### src/rtl/big_core_vga_char_writer.sv
// Text-mode character writer: fetches 8x8 glyphs from a font ROM and writes them as two words into VGA memory.
// Latency: accept T -> WR0 at T+3, WR1 at T+6, ready at T+7; holds write request until VgaWrReady, CharReady low while busy.
module big_core_vga_char_writer #(
    parameter logic [31:0] VGA_MEM_BASE = 32'h0000_0000,
    parameter int          COLS         = 80,
    parameter int          ROWS         = 60
) (
    input  logic        Clk,
    input  logic        Reset,
    input  logic        CharValid,
    output logic        CharReady,
    input  logic [7:0]  CharCode,
    input  logic        CursorSetValid,
    input  logic [6:0]  CursorSetCol,
    input  logic [5:0]  CursorSetRow,
    output logic [8:0]  FontAddr,
    input  logic [31:0] FontData,
    output logic [31:0] VgaWrData,
    output logic [31:0] VgaWrAddress,
    output logic [3:0]  VgaWrByteEn,
    output logic        VgaWrEn,
    input  logic        VgaWrReady,
    output logic        Busy,
    output logic [6:0]  CursorCol,
    output logic [5:0]  CursorRow
);

    typedef enum logic [2:0] {IDLE, FETCH0, WAIT0, WR0, FETCH1, WAIT1, WR1} state_t;

    localparam logic [6:0]  LAST_COL = 7'(COLS - 1);
    localparam logic [5:0]  LAST_ROW = 6'(ROWS - 1);
    localparam logic [7:0]  COLS_8   = 8'(COLS);
    localparam logic [6:0]  ROWS_7   = 7'(ROWS);
    localparam logic [13:0] COLS_14  = 14'(COLS);

    state_t      state, next_state;
    logic [7:0]  code_q;
    logic [6:0]  col_q;
    logic [5:0]  row_q;
    logic        accept;
    logic        is_ctrl;
    logic        half;
    logic [13:0] word_idx;
    logic [5:0]  row_inc;

    assign accept  = CharValid & CharReady;
    assign is_ctrl = (CharCode == 8'h0A) || (CharCode == 8'h0D);
    assign row_inc = (CursorRow == LAST_ROW) ? 6'd0 : CursorRow + 6'd1;

    // Glyph line group g = 2*row + half selects the band of words for this cell.
    assign half     = (state == WAIT1);
    assign word_idx = {7'd0, row_q, half} * COLS_14 + {7'd0, col_q};

    always_ff @(posedge Clk) begin
        if (Reset) state <= IDLE;
        else       state <= next_state;
    end

    always_comb begin
        next_state = state;
        case (state)
            IDLE:    if (accept && !is_ctrl) next_state = FETCH0;
            FETCH0:  next_state = WAIT0;
            WAIT0:   next_state = WR0;
            WR0:     if (VgaWrReady) next_state = FETCH1;
            FETCH1:  next_state = WAIT1;
            WAIT1:   next_state = WR1;
            WR1:     if (VgaWrReady) next_state = IDLE;
            default: next_state = IDLE;
        endcase
    end

    always_comb begin
        CharReady = (state == IDLE) && !CursorSetValid && !Reset;
        Busy      = (state != IDLE);
        VgaWrEn   = ((state == WR0) || (state == WR1)) && !Reset;
        FontAddr  = 9'd0;
        if (!Reset) begin
            if (state == FETCH0)      FontAddr = {code_q, 1'b0};
            else if (state == FETCH1) FontAddr = {code_q, 1'b1};
        end
    end

    always_ff @(posedge Clk) begin
        if (Reset) begin
            CursorCol    <= 7'd0;
            CursorRow    <= 6'd0;
            code_q       <= 8'd0;
            col_q        <= 7'd0;
            row_q        <= 6'd0;
            VgaWrData    <= 32'd0;
            VgaWrAddress <= 32'd0;
            VgaWrByteEn  <= 4'd0;
        end else begin
            case (state)
                IDLE: begin
                    if (CursorSetValid) begin
                        CursorCol <= ({1'b0, CursorSetCol} >= COLS_8) ? 7'd0 : CursorSetCol;
                        CursorRow <= ({1'b0, CursorSetRow} >= ROWS_7) ? 6'd0 : CursorSetRow;
                    end else if (accept) begin
                        if (CharCode == 8'h0A) begin
                            CursorCol <= 7'd0;
                            CursorRow <= row_inc;
                        end else if (CharCode == 8'h0D) begin
                            CursorCol <= 7'd0;
                        end else begin
                            code_q <= CharCode;
                            col_q  <= CursorCol;
                            row_q  <= CursorRow;
                        end
                    end
                end
                WAIT0, WAIT1: begin
                    VgaWrData    <= FontData;
                    VgaWrAddress <= VGA_MEM_BASE + {16'd0, word_idx, 2'b00};
                    VgaWrByteEn  <= 4'hF;
                end
                WR1: begin
                    if (VgaWrReady) begin
                        if (CursorCol == LAST_COL) begin
                            CursorCol <= 7'd0;
                            CursorRow <= row_inc;
                        end else begin
                            CursorCol <= CursorCol + 7'd1;
                        end
                    end
                end
                default: ;
            endcase
        end
    end

endmodule

### config.mk
export PLATFORM = sky130hd
export DESIGN_NAME = big_core_vga_char_writer
export DESIGN_NICKNAME = d
export VERILOG_FILES = /design/src/rtl/big_core_vga_char_writer.sv
export SDC_FILE = /design/constraint.sdc
export NUM_CORES = 1
export LEC_CHECK = 0
export ABC_AREA = 1
export BUFFER_PORTS_ARGS = -buffer_cell sky130_fd_sc_hd__buf_2
export CORE_ASPECT_RATIO = 1.1
export CORE_MARGIN = 2
export CORE_UTILIZATION = 41
export CTS_CLUSTER_DIAMETER = 150
export DETAILED_ROUTE_END_ITERATION = 16
export PLACE_DENSITY = 0.7
export SLEW_MARGIN = 20
export SYNTH_ARGS = -nofsm -noshare
export SYNTH_HDL_FRONTEND = slang
export SYNTH_SLANG_ARGS = --single-unit
### constraint.sdc
create_clock -name Clk -period 6 [get_ports Clk]
set_clock_uncertainty 0.1 [all_clocks]
set_input_delay 1.2 -clock Clk [delete_from_list [all_inputs] [get_ports Clk]]
set_output_delay 1.2 -clock Clk [all_outputs]
set_load 0.05 [all_outputs]
## Word-level counts from Yosys, hierarchy flattened

Cells that the tools add are included.

| word-level totals | value |
|---|---|
| flip-flop bits (word level) | 84 |
| latch bits | 0 |
| memory bits (writable) | 0 |
| ROM bits | 0 |
| output and inout port bits | 93 |
| memories | 0 |

| operators by class | value |
|---|---|
| add/subtract/negate cells | 3 |
| multiply operators | 1 |
| div/mod/pow operators | 0 |
| order comparisons | 2 |
| eq/ne operators | 17 |
| shift operators | 0 |
| muxes and demuxes | 23 |
| bitwise gates (word level) | 4 |
| reductions and logical operators | 17 |

Operators with widths:

| operator | number |
|---|---|
| $mux W7 | 7 |
| $mux W6 | 7 |
| $mux W9 | 3 |
| $pmux W3 S7 | 1 |
| $eq A8 B4 Y1 const B | 2 |
| $add A14 B7 Y14 | 1 |
| $pmux W7 S2 | 1 |
| $pmux W6 S2 | 1 |
| $mul A7 B3 Y10 const B | 1 |
| $reduce_and A5 Y1 | 2 |
| $eq A3 B3 Y1 const B | 3 |
| $mux W3 | 3 |
| $add A7 B1 Y7 const B | 1 |
| $eq A7 B7 Y1 const B | 1 |
| $ge A7 B7 Y1 const B | 1 |
| $add A6 B1 Y6 const B | 1 |
| $eq A3 B2 Y1 const B | 2 |
| $eq A6 B6 Y1 const B | 1 |
| $ge A6 B6 Y1 const B | 1 |
| $ne A2 B2 Y1 const B | 3 |
| $ne A3 B3 Y1 const B | 2 |
| $logic_and A1 B1 Y1 | 4 |
| $ne A4 B4 Y1 const B | 1 |
| $reduce_and A4 Y1 | 1 |
| 11 further kinds | 16 |

## Longest topological paths before layout

Gate-level depths: netlist (run 1).

| logic depth | value |
|---|---|
| depth after elaboration | 7 |
| mapped depth | 16 |
| mapped depth without buffers | 16 |

## Worst setup path before layout (run 1)

Ideal clock, no wire load.

| timing path | value |
|---|---|
| path kind | input to output |
| start | input port Reset |
| end | output port FontAddr[6] |
| data arrival time | 2.331 ns |
| required time | 4.700 ns |
| path slack | 2.369 ns |
| stages on the path | 4 |
| buffers on the path | 1 |
| path through | clkinv_1 clkbuf_1 nand2_1 nor2_1 |

| on the way | value |
|---|---|
| cells in the longest elaborated chain, start to end | 1 |

RTL lines:

| item | RTL line | text |
|---|---|---|
| from (decl) | 9 | `input logic Reset,` |
| $mux W9 | 78 | `if (!Reset) begin` |
| to (decl) | 16 | `output logic [8:0] FontAddr,` |

No other way between the ends.

## Worst setup path after layout (run 1)

| timing path | value |
|---|---|
| start | input port Reset |
| end | output port FontAddr[8] |

Same word-level chain as after synthesis.

==> qor.log, run 1 <==
[setup_path] Critical Path, Cell by Cell buf_2, inv_2, nand2_1, nor2_1, buf_2
[pwr] combinational power share 48.5%
[sta] Finish-stage setup viols 0
[placed_design] number of placed instances with taps included 866
[setup_path] Worst path most repeated cell buf_2
[layout] net count of the finished layout 809
[synth] number of warning messages in the yosys log 0
[pwr] power density over the cells 523 nW/um^2
[pwr] Seq pwr share 31.3%
[clock_tree] count of cells resized by post-cts repair 0
[pwr] Net Switching 1370 uW
[pwr] Peak VDD IR 303 uV
[layout] count of non-filler cells in the finished layout 881
[clock_tree] TritonCTS clock tree done
[detailed_routing] wire length on met3 604 um
[synth] Post-Synthesis Cell Area 4280 um^2
[sta] top achievable clock speed 297 MHz
[status] status finished, final reports clean
[clock_tree] maximum clock insertion buffer count 2
[clock_tree] Setup Fix Bufs, Post-CTS 0
[floorplanning] Core Rows 39
[detailed_routing] wire per inst 12.2 um
[setup_path] Critical Setup Path Class input port to output pin
[floorplanning] I/O pin count 151
[clock_tree] clock transition time at the flip-flop clock pins of the worst setup and hold paths 0.06 ns
[sta] setup repair after global routing missed its margin false
[synth] library cells used by synthesis 35
[pwr] static leakage 0.00283 uW
[clock_tree] buffer type at the clock tree root clkbuf_16
[floorplanning] floorplan die area 11,300 um^2
[floorplanning] DIE WIDTH 101 um
[detailed_routing] Highest Signal Layer met4
[global_route] number of antenna violations at the first check in global routing 0
[global_route] via count of the first global-routing pass 4,015
[layout] final instance area 5250 um^2
[clock_tree] number of CTS-inserted buffers 9
[synth] Mapped Avg Cell Area 6.98 um^2
[setup_path] buffers plus inverters on the worst setup path 3
[detailed_routing] post-detailed-route via-to-cell ratio 4.70
[synth] cell count after synthesis 614
[detailed_routing] Metal-1 WL 4600 um
[clock_tree] count of H-tree levels built during CTS 3
[clock_tree] source-to-sink clock delay at the later pin of the worst-skew pair 0.33 ns
[pwr] Net Sw Frac 49.9%
[synth] sequential cell area fraction in the yosys report 39.3%
[setup_path] highest fanout seen on the critical path 22
[layout] signed area change from the synthesized netlist to the final layout 22.5%
[layout] fraction of layout cells with a size suffix above 1 23.0%
[detailed_routing] drt first pass iters 5
[job] maxcap violations 0
[sta] actual slew at the worst max-slew pin 0.626 ns
[setup_path] element type at the critical path end output pin
[global_route] global-route total usage across every layer 19.5%
[setup_path] Worst Setup Start Kind input port
[global_route] wire length of the first global-routing pass 18,000 um
[pwr] total design power 2750 uW
[sta] accumulated negative setup slack 0 ns
[placed_design] total cell area at the placement stage 4950 um^2
[sta] fin worst setup slack 2.63 ns
[detailed_routing] drc violations 0
[clock_tree] # clock sinks 84
[setup_path] Max stage delay cell, worst path buf_2
[setup_path] biggest cell delay along the critical path 0.27 ns
[global_route] largest net degree at the start of global routing 71
[synth] flip-flop and latch count after synthesis 84
[floorplanning] initial core utilization 41.6%
[pwr] clock share of power 20.2%
[setup_path] kind of cell adding the most delay to the critical path buffers and inverters
[detailed_routing] routed wire length 10,700 um
[placed_design] weighted congestion reported at the end of routability-driven placement 0.844
[placed_design] dpl ws 2.63 ns
[detailed_routing] Vias 4,145
[detailed_routing] total length of routed met2 wires 5350 um
[layout] number of antenna repair diodes 0
[global_route] total global routing overflow 0
[pwr] internal power 1380 uW
[detailed_routing] Final ANT Viol Nets 0
[setup_path] Critical Path AT 2.07 ns
[min_path] type of the most critical hold path flip-flop to flip-flop
[clock_tree] number of buffers inserted for hold repair after clock tree synthesis 0
[placed_design] number of buffers inserted by port buffering 132
[sta] final count of pins violating max slew 0
[sta] post-layout minimum cycle time 3.37 ns
[setup_path] Critical Path RT 4.70 ns
[floorplanning] Core Area 10,300 um^2
[detailed_routing] iteration-0 DRC count of the detailed router 170
[placed_design] detailed-placement wirelength estimate 7810 um
[sta] count of final hold-check violations 0
[floorplanning] DIE HEIGHT 111 um
[sta] final worst-path cycle share 56.2%
[sta] Slew HR 58.2%
==> layout make-up <==
| class | count | area (um^2) |
|---|---|---|
| Fill cell | 1047 | 5050 |
| Inverter | 60 | 228 |
| Sequential cell | 84 | 1680 |
| Multi-Input combinational cell | 444 | 2170 |
| Clock inverter | 4 | 48.8 |
| Tap cell | 143 | 179 |
| Timing Repair Buffer | 135 | 683 |
| Clock buffer | 11 | 253 |
==> flip-flops by register name, summed over array words and instances, names as in the netlist <==
register / count
VgaWrData: 32
VgaWrAddress: 14
code_q: 8
CursorCol: 7
col_q: 7
CursorRow: 6
row_q: 6
state: 3
VgaWrByteEn: 1
==> cells by family (layout without fill, tap and decap cells) <==
kind of cell | count (synthesis) | count (layout) | synth area share, %
simple gates | 283 | 283 | 27.4
compound gates | 113 | 113 | 13.8
buf+inv | 103 | 210 | 11.5
flops | 84 | 84 | 39.3
fa+ha+maj | 17 | 17 | 5.32
xor+xnor | 13 | 13 | 2.66
other cells | 1 | 18 | 0.0876
==> Yosys cell counts <==
cell type / count / share of area [%]
buf_2: 6 / 0.70
buf_4: 21 / 3.7
o21ai_2: 1 / 0.20
dfxtp_1: 84 / 39
nor2_4: 3 / 0.79
buf_1: 1 / 0.088
a21oi_1: 22 / 2.6
nand3_2: 1 / 0.23
nand2_2: 3 / 0.44
a21oi_2: 2 / 0.41
clkbuf_1: 13 / 1.1
o211ai_1: 2 / 0.35
ha_1: 15 / 4.4
nor2_2: 3 / 0.44
inv_2: 4 / 0.35
nor2_1: 146 / 13
nand2_4: 1 / 0.26
o21ai_0: 79 / 9.2
o21ai_1: 3 / 0.35
conb_1: 1 / 0.088
a31oi_1: 1 / 0.15
xor2_1: 10 / 2.0
nand4_1: 2 / 0.29
nor3b_1: 1 / 0.18
fa_1: 2 / 0.93
clkinv_1: 1 / 0.088
inv_4: 1 / 0.15
nand3_1: 38 / 4.4
buf_6: 2 / 0.53
nor3_1: 2 / 0.23
inv_1: 54 / 4.7
nand2_1: 82 / 7.2
o21bai_1: 3 / 0.53
xnor2_1: 3 / 0.61
and2_0: 1 / 0.15
==> power by group through the flow <==
stage | clock network (uW) | logic, uW | registers [uW]
2_1_floorplan | 0 | 551 | 1360
3_3_place_gp | 0 | 1310 | 864
3_5_place_dp | 0 | 1340 | 868
4_1_cts | 569 | 1340 | 860
5_1_grt | 596 | 1430 | 882
6_report | 555 | 1330 | 860
==> worst min-delay path: stages (launching register included) <==
cell,delay (ns)
dfxtp_1,0.32
nor2_1,0.05
nor2_1,0.08
==> layout by cell type, fill, tap and decap left out, types with 2 or more instances in the layout <==
master and count:
xor2_1 10, xnor2_1 3, nor3_1 2, ha_1 15, inv_1 54, conb_1 18, nor2_2 3, nand4_1 2
nor2_1 146, nand2_1 82, a21oi_1 22, nand3_1 38, inv_2 5, nor2_4 3, buf_2 132, o211ai_1 2
nand2_2 3, buf_4 3, clkbuf_16 9, clkinv_2 2, a21oi_2 2, o21bai_1 3, clkbuf_8 2, o21ai_0 79
dfxtp_1 84, fa_1 2, o21ai_1 3
==> per-layer routing <==
metal | vias up | track usage, %
li1 | 2153 | -
met1 | 1865 | 23.0
met2 | 113 | 33.9
met3 | 14 | 5.67
met4 | 0 | 5.50
met5 | - | 0
==> path summary, 6_finish.rpt <==
path,from,end,slack (ns),cells after the start
max,Reset,FontAddr[8],2.63,5
min,col_q[1],col_q[1],0.38,2
max reg2reg,state[1],VgaWrAddress[13],3.37,15
min reg2reg,col_q[1],col_q[1],0.38,2
==> per-stage QoR <==
step	util, %	hold slack, ns
after floorplan	-	0.350
after global placement	48.0	0.366
after detailed placement	48.0	0.372
after CTS	51.0	0.386
after global routing	51.0	0.419
final	51.0	0.381
Note: power is estimated with default switching activity, not from simulation.
==> run 2, diff against run 1 <==
--- a/config.mk
+++ b/config.mk
@@ -12,7 +12,7 @@
 export CORE_UTILIZATION = 41
 export CTS_CLUSTER_DIAMETER = 150
 export DETAILED_ROUTE_END_ITERATION = 16
-export PLACE_DENSITY = 0.7
+export PLACE_DENSITY = 0.72
 export SLEW_MARGIN = 20
 export SYNTH_ARGS = -nofsm -noshare
 export SYNTH_HDL_FRONTEND = slang
==> constraint.sdc (replaced) <==
create_clock -name Clk -period 2.88 [get_ports Clk]
set_clock_uncertainty 0.1 [all_clocks]
set_input_delay 0.576 -clock Clk [delete_from_list [all_inputs] [get_ports Clk]]
set_output_delay 0.576 -clock Clk [all_outputs]
set_load 0.05 [all_outputs]
==> run 2 against run 1 <==
Wire length is 1.8% lower. Die area stayed put. Count of clock-buffer cells in the layout is 1 higher. Utilization is 0.12 points lower. Clock power is 98% higher. Combinational power is 110% higher. Flip-flop and latch count stayed put. Non-clock buffer count stayed put. Power is 110% higher. Sequential share of layout area is 0.077 points higher.
==> qor.log, run 2 (synthesis gave the netlist of run 1 again) <==
[sta] Slew HR 64.6% [+6.4 points]
[clock_tree] number of CTS-inserted buffers 9 [unchanged]
[setup_path] buffers plus inverters on the worst setup path 4 [+1]
[setup_path] slack of the worst reg-to-reg path 0.25 ns [-3.12 ns]
[setup_path] highest fanout seen on the critical path 5 [-77%]
[min_path] startpoint of the lowest-slack hold path FontData[29]
[detailed_routing] drc violations 0 [unchanged]
[clock_tree] number of buffers inserted for hold repair after clock tree synthesis 0 [unchanged]
[floorplanning] Core Rows 39 [unchanged]
[floorplanning] DIE WIDTH 101 um [unchanged]
[floorplanning] I/O pin count 151 [unchanged]
[layout] signed area change from the synthesized netlist to the final layout 22.2%
[setup_path] Max stage delay cell, worst path fa_1
[setup_path] kind of cell adding the most delay to the critical path adder cells
[layout] final instance area 5240 um^2 [-0.24%]
[detailed_routing] routed wire length 10,500 um [-1.8%]
[pwr] power density over the cells 1080 nW/um^2 [+110%]
[layout] max reg flops 32 [unchanged]
[setup_path] beginning of the worst register-to-register path state[1]
[layout] fraction of layout cells with a size suffix above 1 23.1% [+0.10 points]
[sta] final worst-path cycle share 91.3%
[clock_tree] # clock sinks 84 [unchanged]
[sta] post-layout minimum cycle time 2.63 ns
[setup_path] Worst Setup Start Kind flip-flop
[layout] number of antenna repair diodes 0 [unchanged]
[placed_design] number of buffers inserted by port buffering 132 [unchanged]
[floorplanning] Core Area 10,300 um^2 [unchanged]
[sta] top achievable clock speed 380 MHz
[setup_path] endpoint of the worst-slack reg-to-reg timing path VgaWrAddress[13]
[clock_tree] buffer type at the clock tree root clkbuf_16
[detailed_routing] post-detailed-route via-to-cell ratio 4.73 [+0.63%]
[floorplanning] DIE HEIGHT 111 um [unchanged]
[setup_path] biggest cell delay along the critical path 0.52 ns [+0.25 ns]
[min_path] Hold Crit Endpoint VgaWrData[29]
[job] maxcap violations 0 [unchanged]
[global_route] via count of the first global-routing pass 4,014 [-0.025%]
[clock_tree] source-to-sink clock delay at the later pin of the worst-skew pair 0.33 ns [about the same]
[detailed_routing] drt first pass iters 7 [+2]
[min_path] worst hold path cell count 3 [+1]
[placed_design] detailed-placement wirelength estimate 7730 um [-1.1%]
[global_route] wire length of the first global-routing pass 17,800 um [-1.2%]
[sta] setup repair after global routing missed its margin false
[layout] number of fill cells in the layout 1,047 [unchanged]
[placed_design] weighted congestion reported at the end of routability-driven placement 0.852 [+0.86%]
[global_route] global-route total usage across every layer 19.3% [-0.24 points]
[sta] fin worst setup slack 0.250 ns [-2.38 ns]
[status] status finished, final reports clean
[detailed_routing] Final ANT Viol Nets 0 [unchanged]
[layout] commonest cells after routing, fill and taps aside nor2_1 (146), buf_2 (132), dfxtp_1 (84)
[setup_path] Critical Setup Path Class flip-flop to flip-flop
[setup_path] Critical Path RT 3.01 ns [-1.69 ns]
[layout] net count of the finished layout 809 [unchanged]
[setup_path] Critical Path, Cell by Cell inv_1, nand3_1, inv_1, ha_1, ha_1, fa_1, nand2_1, inv_1, nand2_1, nor2_1, nand2_1, nand3_1, nand3_1, nand2_1, inv_1
[sta] Finish-stage setup viols 0 [unchanged]
[placed_design] number of placed instances with taps included 866 [unchanged]
[global_route] number of antenna violations at the first check in global routing 0 [unchanged]
[detailed_routing] Vias 4,176 [+0.75%]
[clock_tree] count of cells resized by post-cts repair 0 [unchanged]
[pwr] static leakage 0.00282 uW [-0.25%]
[global_route] total global routing overflow 0 [unchanged]
[layout] register ranked first by flip-flop count VgaWrData
[clock_tree] count of H-tree levels built during CTS 3 [unchanged]
[layout] leading cell type in the layout, fill and taps excluded nor2_1
[clock_tree] Setup Fix Bufs, Post-CTS 0 [unchanged]
[layout] largest registers VgaWrData x32, VgaWrAddress x14, code_q x8
[clock_tree] maximum clock insertion buffer count 2 [unchanged]
[detailed_routing] wire per inst 11.9 um [-1.9%]
[placed_design] total cell area at the placement stage 4950 um^2 [unchanged]
[sta] accumulated negative setup slack 0 ns [unchanged]
[min_path] type of the most critical hold path input port to flip-flop
[layout] area occupied by multi-input gates 2170 um^2 [unchanged]
[pwr] total design power 5650 uW [+110%]
[layout] flip-flop and latch area 1680 um^2 [unchanged]
[sta] actual slew at the worst max-slew pin 0.531 ns [-0.0946 ns]
[detailed_routing] iteration-0 DRC count of the detailed router 153 [-10%]
[clock_tree] clock transition time at the flip-flop clock pins of the worst setup and hold paths 0.06 ns [about the same]
[setup_path] element type at the critical path end flip-flop
[layout] count of non-filler cells in the finished layout 882 [+0.11%]
[sta] final count of pins violating max slew 0 [unchanged]
[setup_path] Critical Path AT 2.76 ns [+0.69 ns]
[pwr] Peak VDD IR 784 uV [+160%]
[sta] count of final hold-check violations 0 [unchanged]
[placed_design] dpl ws 0.309 ns [-2.32 ns]
[floorplanning] floorplan die area 11,300 um^2 [unchanged]
[floorplanning] initial core utilization 41.6% [unchanged]
[global_route] largest net degree at the start of global routing 63 [-11%]
[clock_tree] TritonCTS clock tree done
[setup_path] Reg2Reg Depth 15 [unchanged]
[run 2: changes by cell type in the layout (fill, tap and decap cells not counted)]
cell	change
bufinv_16	-1
clkbuf_8	+1
clkinv_2	+1
clkinv_4	-1
clkinvlp_4	+1
[run 2: how the worst max path moves through the flow]
stage	end	depth (start not counted)	start	slack (ns)
final	VgaWrAddress[13]	15	state[1]	0.25
after global routing	VgaWrAddress[13]	15	state[1]	0.01
after CTS	VgaWrAddress[13]	15	state[1]	0.30
after detailed placement	VgaWrAddress[13]	15	state[1]	0.31
after global placement	VgaWrAddress[13]	15	state[1]	0.43
after floorplan	FontAddr[6]	4	Reset	0.50
[run 2: metrics by stage]
step | hold WS (ns) | util, %
2_1_floorplan | 0.350 | -
4_1_cts | 0.351 | 50.8
3_5_place_dp | 0.372 | 48.0
5_1_grt | 0.364 | 50.8
3_3_place_gp | 0.364 | 48.0
6_report | 0.363 | 50.8
[run 2: layout make-up]
cell class / count / area share [%]
Multi-Input combinational cell: 444 / 41.5
Sequential cell: 84 / 32.1
Timing Repair Buffer: 135 / 13.0
Clock buffer: 12 / 5.09
Inverter: 60 / 4.35
Tap cell: 143 / 3.42
Clock inverter: 4 / 0.430
[run 2: worst reg2reg max path, cell delays in order, from the launching register on]
cell	delay, ns
dfxtp_1	0.43
inv_1	0.09
nand3_1	0.12
inv_1	0.08
ha_1	0.18
ha_1	0.22
fa_1	0.52
nand2_1	0.06
inv_1	0.09
nand2_1	0.06
nor2_1	0.22
nand2_1	0.08
nand3_1	0.08
nand3_1	0.07
nand2_1	0.09
inv_1	0.03
[run 2: layer usage]
layer  GRT usage (%)  vias to the layer above  wire (um)
li1                -                     2150          -
met1            22.9                     1898       4630
met5               0                        -          0
met3            5.04                        9        638
met2            33.2                      119       5130
met4            6.40                        0        120
[run 2: report_power, final]
part	internal, uW	leakage, uW	switching [uW]
clock	650	0.000144	449
combinational	636	0.00199	2130
sequential	1520	0.000686	266
==> run 3, diff against run 2 <==
--- a/config.mk
+++ b/config.mk
@@ -12,7 +12,7 @@
 export CORE_UTILIZATION = 41
 export CTS_CLUSTER_DIAMETER = 150
 export DETAILED_ROUTE_END_ITERATION = 16
-export PLACE_DENSITY = 0.72
+export PLACE_DENSITY = 0.7
 export SLEW_MARGIN = 20
 export SYNTH_ARGS = -nofsm -noshare
 export SYNTH_HDL_FRONTEND = slang
==> constraint.sdc (replaced) <==
create_clock -name Clk -period 3.3 [get_ports Clk]
set_clock_uncertainty 0.1 [all_clocks]
set_input_delay 0.66 -clock Clk [delete_from_list [all_inputs] [get_ports Clk]]
set_output_delay 0.66 -clock Clk [all_outputs]
set_load 0.05 [all_outputs]
==> run 3 against run 2 <==
Power is 11% lower. Hold slack better by 0.021 ns. First-iteration DRC count is 49% higher. Via count is 0.74% higher. Wire length is 0.68% higher. Combinational power is 12% lower. Critical path depth stayed put. Utilization is 0.29 points higher. Non-clock buffer count stayed put. Maximum frequency is 0.97% higher. Largest cell class unchanged. Highest routed layer unchanged.
==> qor.log, run 3 (synthesis gave the netlist of run 1 again) <==
[clock_tree] TritonCTS clock tree done
[pwr] static leakage 0.00283 uW [+0.30%]
[clock_tree] buffer type at the clock tree root clkbuf_16
[sta] final count of pins violating max slew 0 [unchanged]
[setup_path] slack of the worst reg-to-reg path 0.70 ns [+0.45 ns]
[sta] top achievable clock speed 384 MHz [+0.97%]
[setup_path] buffers plus inverters on the worst setup path 4 [unchanged]
[sta] actual slew at the worst max-slew pin 0.692 ns [+0.161 ns]
[setup_path] kind of cell adding the most delay to the critical path adder cells
[floorplanning] floorplan die area 11,300 um^2 [unchanged]
[min_path] type of the most critical hold path flip-flop to flip-flop
[layout] signed area change from the synthesized netlist to the final layout 22.9%
[setup_path] Critical Path, Cell by Cell inv_1, nand3_1, inv_1, ha_1, ha_1, fa_1, nand2_1, inv_1, nand2_1, nor2_1, nand2_1, nand3_1, nand3_1, nand2_1, inv_1
[sta] smallest hold slack 0.384 ns [+0.0209 ns]
[setup_path] beginning of the worst register-to-register path state[1]
[global_route] via count of the first global-routing pass 3,939 [-1.9%]
[floorplanning] Core Rows 39 [unchanged]
[clock_tree] # clock sinks 84 [unchanged]
[job] maxcap violations 0 [unchanged]
[layout] number of antenna repair diodes 0 [unchanged]
[pwr] Peak VDD IR 534 uV [-32%]
[detailed_routing] Vias 4,207 [+0.74%]
[clock_tree] clock transition time at the flip-flop clock pins of the worst setup and hold paths 0.06 ns [about the same]
[detailed_routing] Final ANT Viol Nets 0 [unchanged]
[layout] largest registers VgaWrData x32, VgaWrAddress x14, code_q x8
[placed_design] weighted congestion reported at the end of routability-driven placement 0.844 [-0.93%]
[setup_path] Worst Setup Start Kind flip-flop
[setup_path] end point of the critical path VgaWrAddress[13]
[setup_path] element type at the critical path end flip-flop
[pwr] clock share of power 21.3% [+1.8 points]
[floorplanning] initial core utilization 41.6% [unchanged]
[sta] post-layout minimum cycle time 2.60 ns [-0.0252 ns]
[sta] accumulated negative setup slack 0 ns [unchanged]
[clock_tree] source-to-sink clock delay at the later pin of the worst-skew pair 0.33 ns [about the same]
[layout] register ranked first by flip-flop count VgaWrData
[detailed_routing] routed wire length 10,600 um [+0.68%]
[status] status finished, final reports clean
[floorplanning] Core Area 10,300 um^2 [unchanged]
[clock_tree] count of cells resized by post-cts repair 0 [unchanged]
[placed_design] detailed-placement wirelength estimate 7860 um [+1.8%]
[setup_path] endpoint of the worst-slack reg-to-reg timing path VgaWrAddress[13]
[clock_tree] number of CTS-inserted buffers 9 [unchanged]
[pwr] Net Sw Frac 49.2% [-1.1 points]
[layout] fraction of layout cells with a size suffix above 1 22.9% [-0.27 points]
[pwr] combinational power share 47.8% [-1.1 points]
[global_route] number of antenna violations at the first check in global routing 0 [unchanged]
[setup_path] Max stage delay cell, worst path fa_1
[placed_design] number of buffers inserted by port buffering 132 [unchanged]
[global_route] largest net degree at the start of global routing 70 [+11%]
[sta] Slew HR 53.8% [-11 points]
[sta] setup repair after global routing missed its margin false
[sta] final worst-path cycle share 78.9% [-12 points]
[setup_path] Critical Path AT 2.74 ns [-0.02 ns]
[setup_path] total stage count of the critical path 15 [unchanged]
[clock_tree] count of H-tree levels built during CTS 3 [unchanged]
[floorplanning] DIE HEIGHT 111 um [unchanged]
[setup_path] Crit. Startpoint state[1]
[detailed_routing] post-detailed-route via-to-cell ratio 4.77 [+0.74%]
[setup_path] Critical Path RT 3.43 ns [+0.42 ns]
[clock_tree] number of buffers inserted for hold repair after clock tree synthesis 0 [unchanged]
[global_route] wire length of the first global-routing pass 17,700 um [-0.31%]
[layout] max reg flops 32 [unchanged]
[global_route] total global routing overflow 0 [unchanged]
[pwr] internal power 2570 uW [-8.6%]
[sta] Finish-stage setup viols 0 [unchanged]
[sta] count of final hold-check violations 0 [unchanged]
[floorplanning] I/O pin count 151 [unchanged]
[setup_path] Reg2Reg Depth 15 [unchanged]
[floorplanning] DIE WIDTH 101 um [unchanged]
[detailed_routing] drt first pass iters 4 [-3]
[layout] net count of the finished layout 809 [unchanged]
[min_path] worst hold path cell count 2 [-1]
[setup_path] Critical Setup Path Class flip-flop to flip-flop
[clock_tree] Setup Fix Bufs, Post-CTS 0 [unchanged]
[setup_path] biggest cell delay along the critical path 0.53 ns [about the same]
[pwr] power density over the cells 959 nW/um^2 [-11%]
[pwr] Seq pwr share 30.9% [-0.7 points]
[detailed_routing] iteration-0 DRC count of the detailed router 228 [+49%]
[detailed_routing] drc violations 0 [unchanged]
[layout] leading cell type in the layout, fill and taps excluded nor2_1
[clock_tree] maximum clock insertion buffer count 2 [unchanged]
[detailed_routing] wire per inst 12.0 um [+0.68%]
[pwr] Net Switching 2480 uW [-13%]
[global_route] global-route total usage across every layer 19.3% [about the same]
[layout] commonest cells after routing, fill and taps aside nor2_1 (146), buf_2 (132), dfxtp_1 (84)
[setup_path] highest fanout seen on the critical path 5 [unchanged]
==> run 3: per-stage QoR <==
stage          instances  power [uW]  area, um^2  util (%)  setup WS, ns
6_report             882        5050        5270      51.1         0.695
5_1_grt              882        5370        5270      51.1         0.483
4_1_cts              882        5100        5270      51.1         0.720
3_5_place_dp         866        4000        4950      48.0         0.733
3_3_place_gp         866        3950        4950      48.0         0.850
2_1_floorplan        631        3470        4350         -         0.749
==> run 3: layer usage <==
layer | wire length, um | track usage [%] | vias to the layer above
li1 | - | - | 2161
met1 | 4620 | 22.7 | 1911
met2 | 5260 | 34.0 | 124
met3 | 546 | 4.60 | 11
met4 | 165 | 5.86 | 0
met5 | 0 | 0 | -
==> run 3: worst register-to-register path, stage by stage (launching register included) <==
cell     delay, ns
dfxtp_1       0.42
inv_1         0.09
nand3_1       0.13
inv_1         0.08
ha_1          0.19
ha_1          0.22
fa_1          0.53
nand2_1       0.06
inv_1         0.08
nand2_1       0.07
nor2_1        0.20
nand2_1       0.09
nand3_1       0.09
nand3_1       0.07
nand2_1       0.08
inv_1         0.03
==> run 3: final cells by class <==
cell class	count	area [um^2]
Timing Repair Buffer	135	683
Multi-Input combinational cell	444	2170
Fill cell	1076	5030
Clock buffer	12	246
Tap cell	143	179
Inverter	60	228
Sequential cell	84	1680
Clock inverter	4	72.6
==> run 3: worst min-delay path by stage <==
stage          startpoint  slack, ns               to
2_1_floorplan    col_q[0]       0.35  VgaWrAddress[2]
3_3_place_gp     col_q[0]       0.36  VgaWrAddress[2]
3_5_place_dp     col_q[1]       0.37         col_q[1]
4_1_cts          col_q[1]       0.39         col_q[1]
5_1_grt          col_q[2]       0.41         col_q[2]
6_report        code_q[7]       0.38        code_q[7]
==> run 3: power by group through the flow <==
stage / Combinational (uW) / Clock (uW) / Sequential [uW]
after CTS: 2430 / 1110 / 1560
after global routing: 2630 / 1140 / 1600
after detailed placement: 2430 / 0 / 1570
final: 2420 / 1080 / 1560
after global placement: 2390 / 0 / 1560
after floorplan: 1000 / 0 / 2460
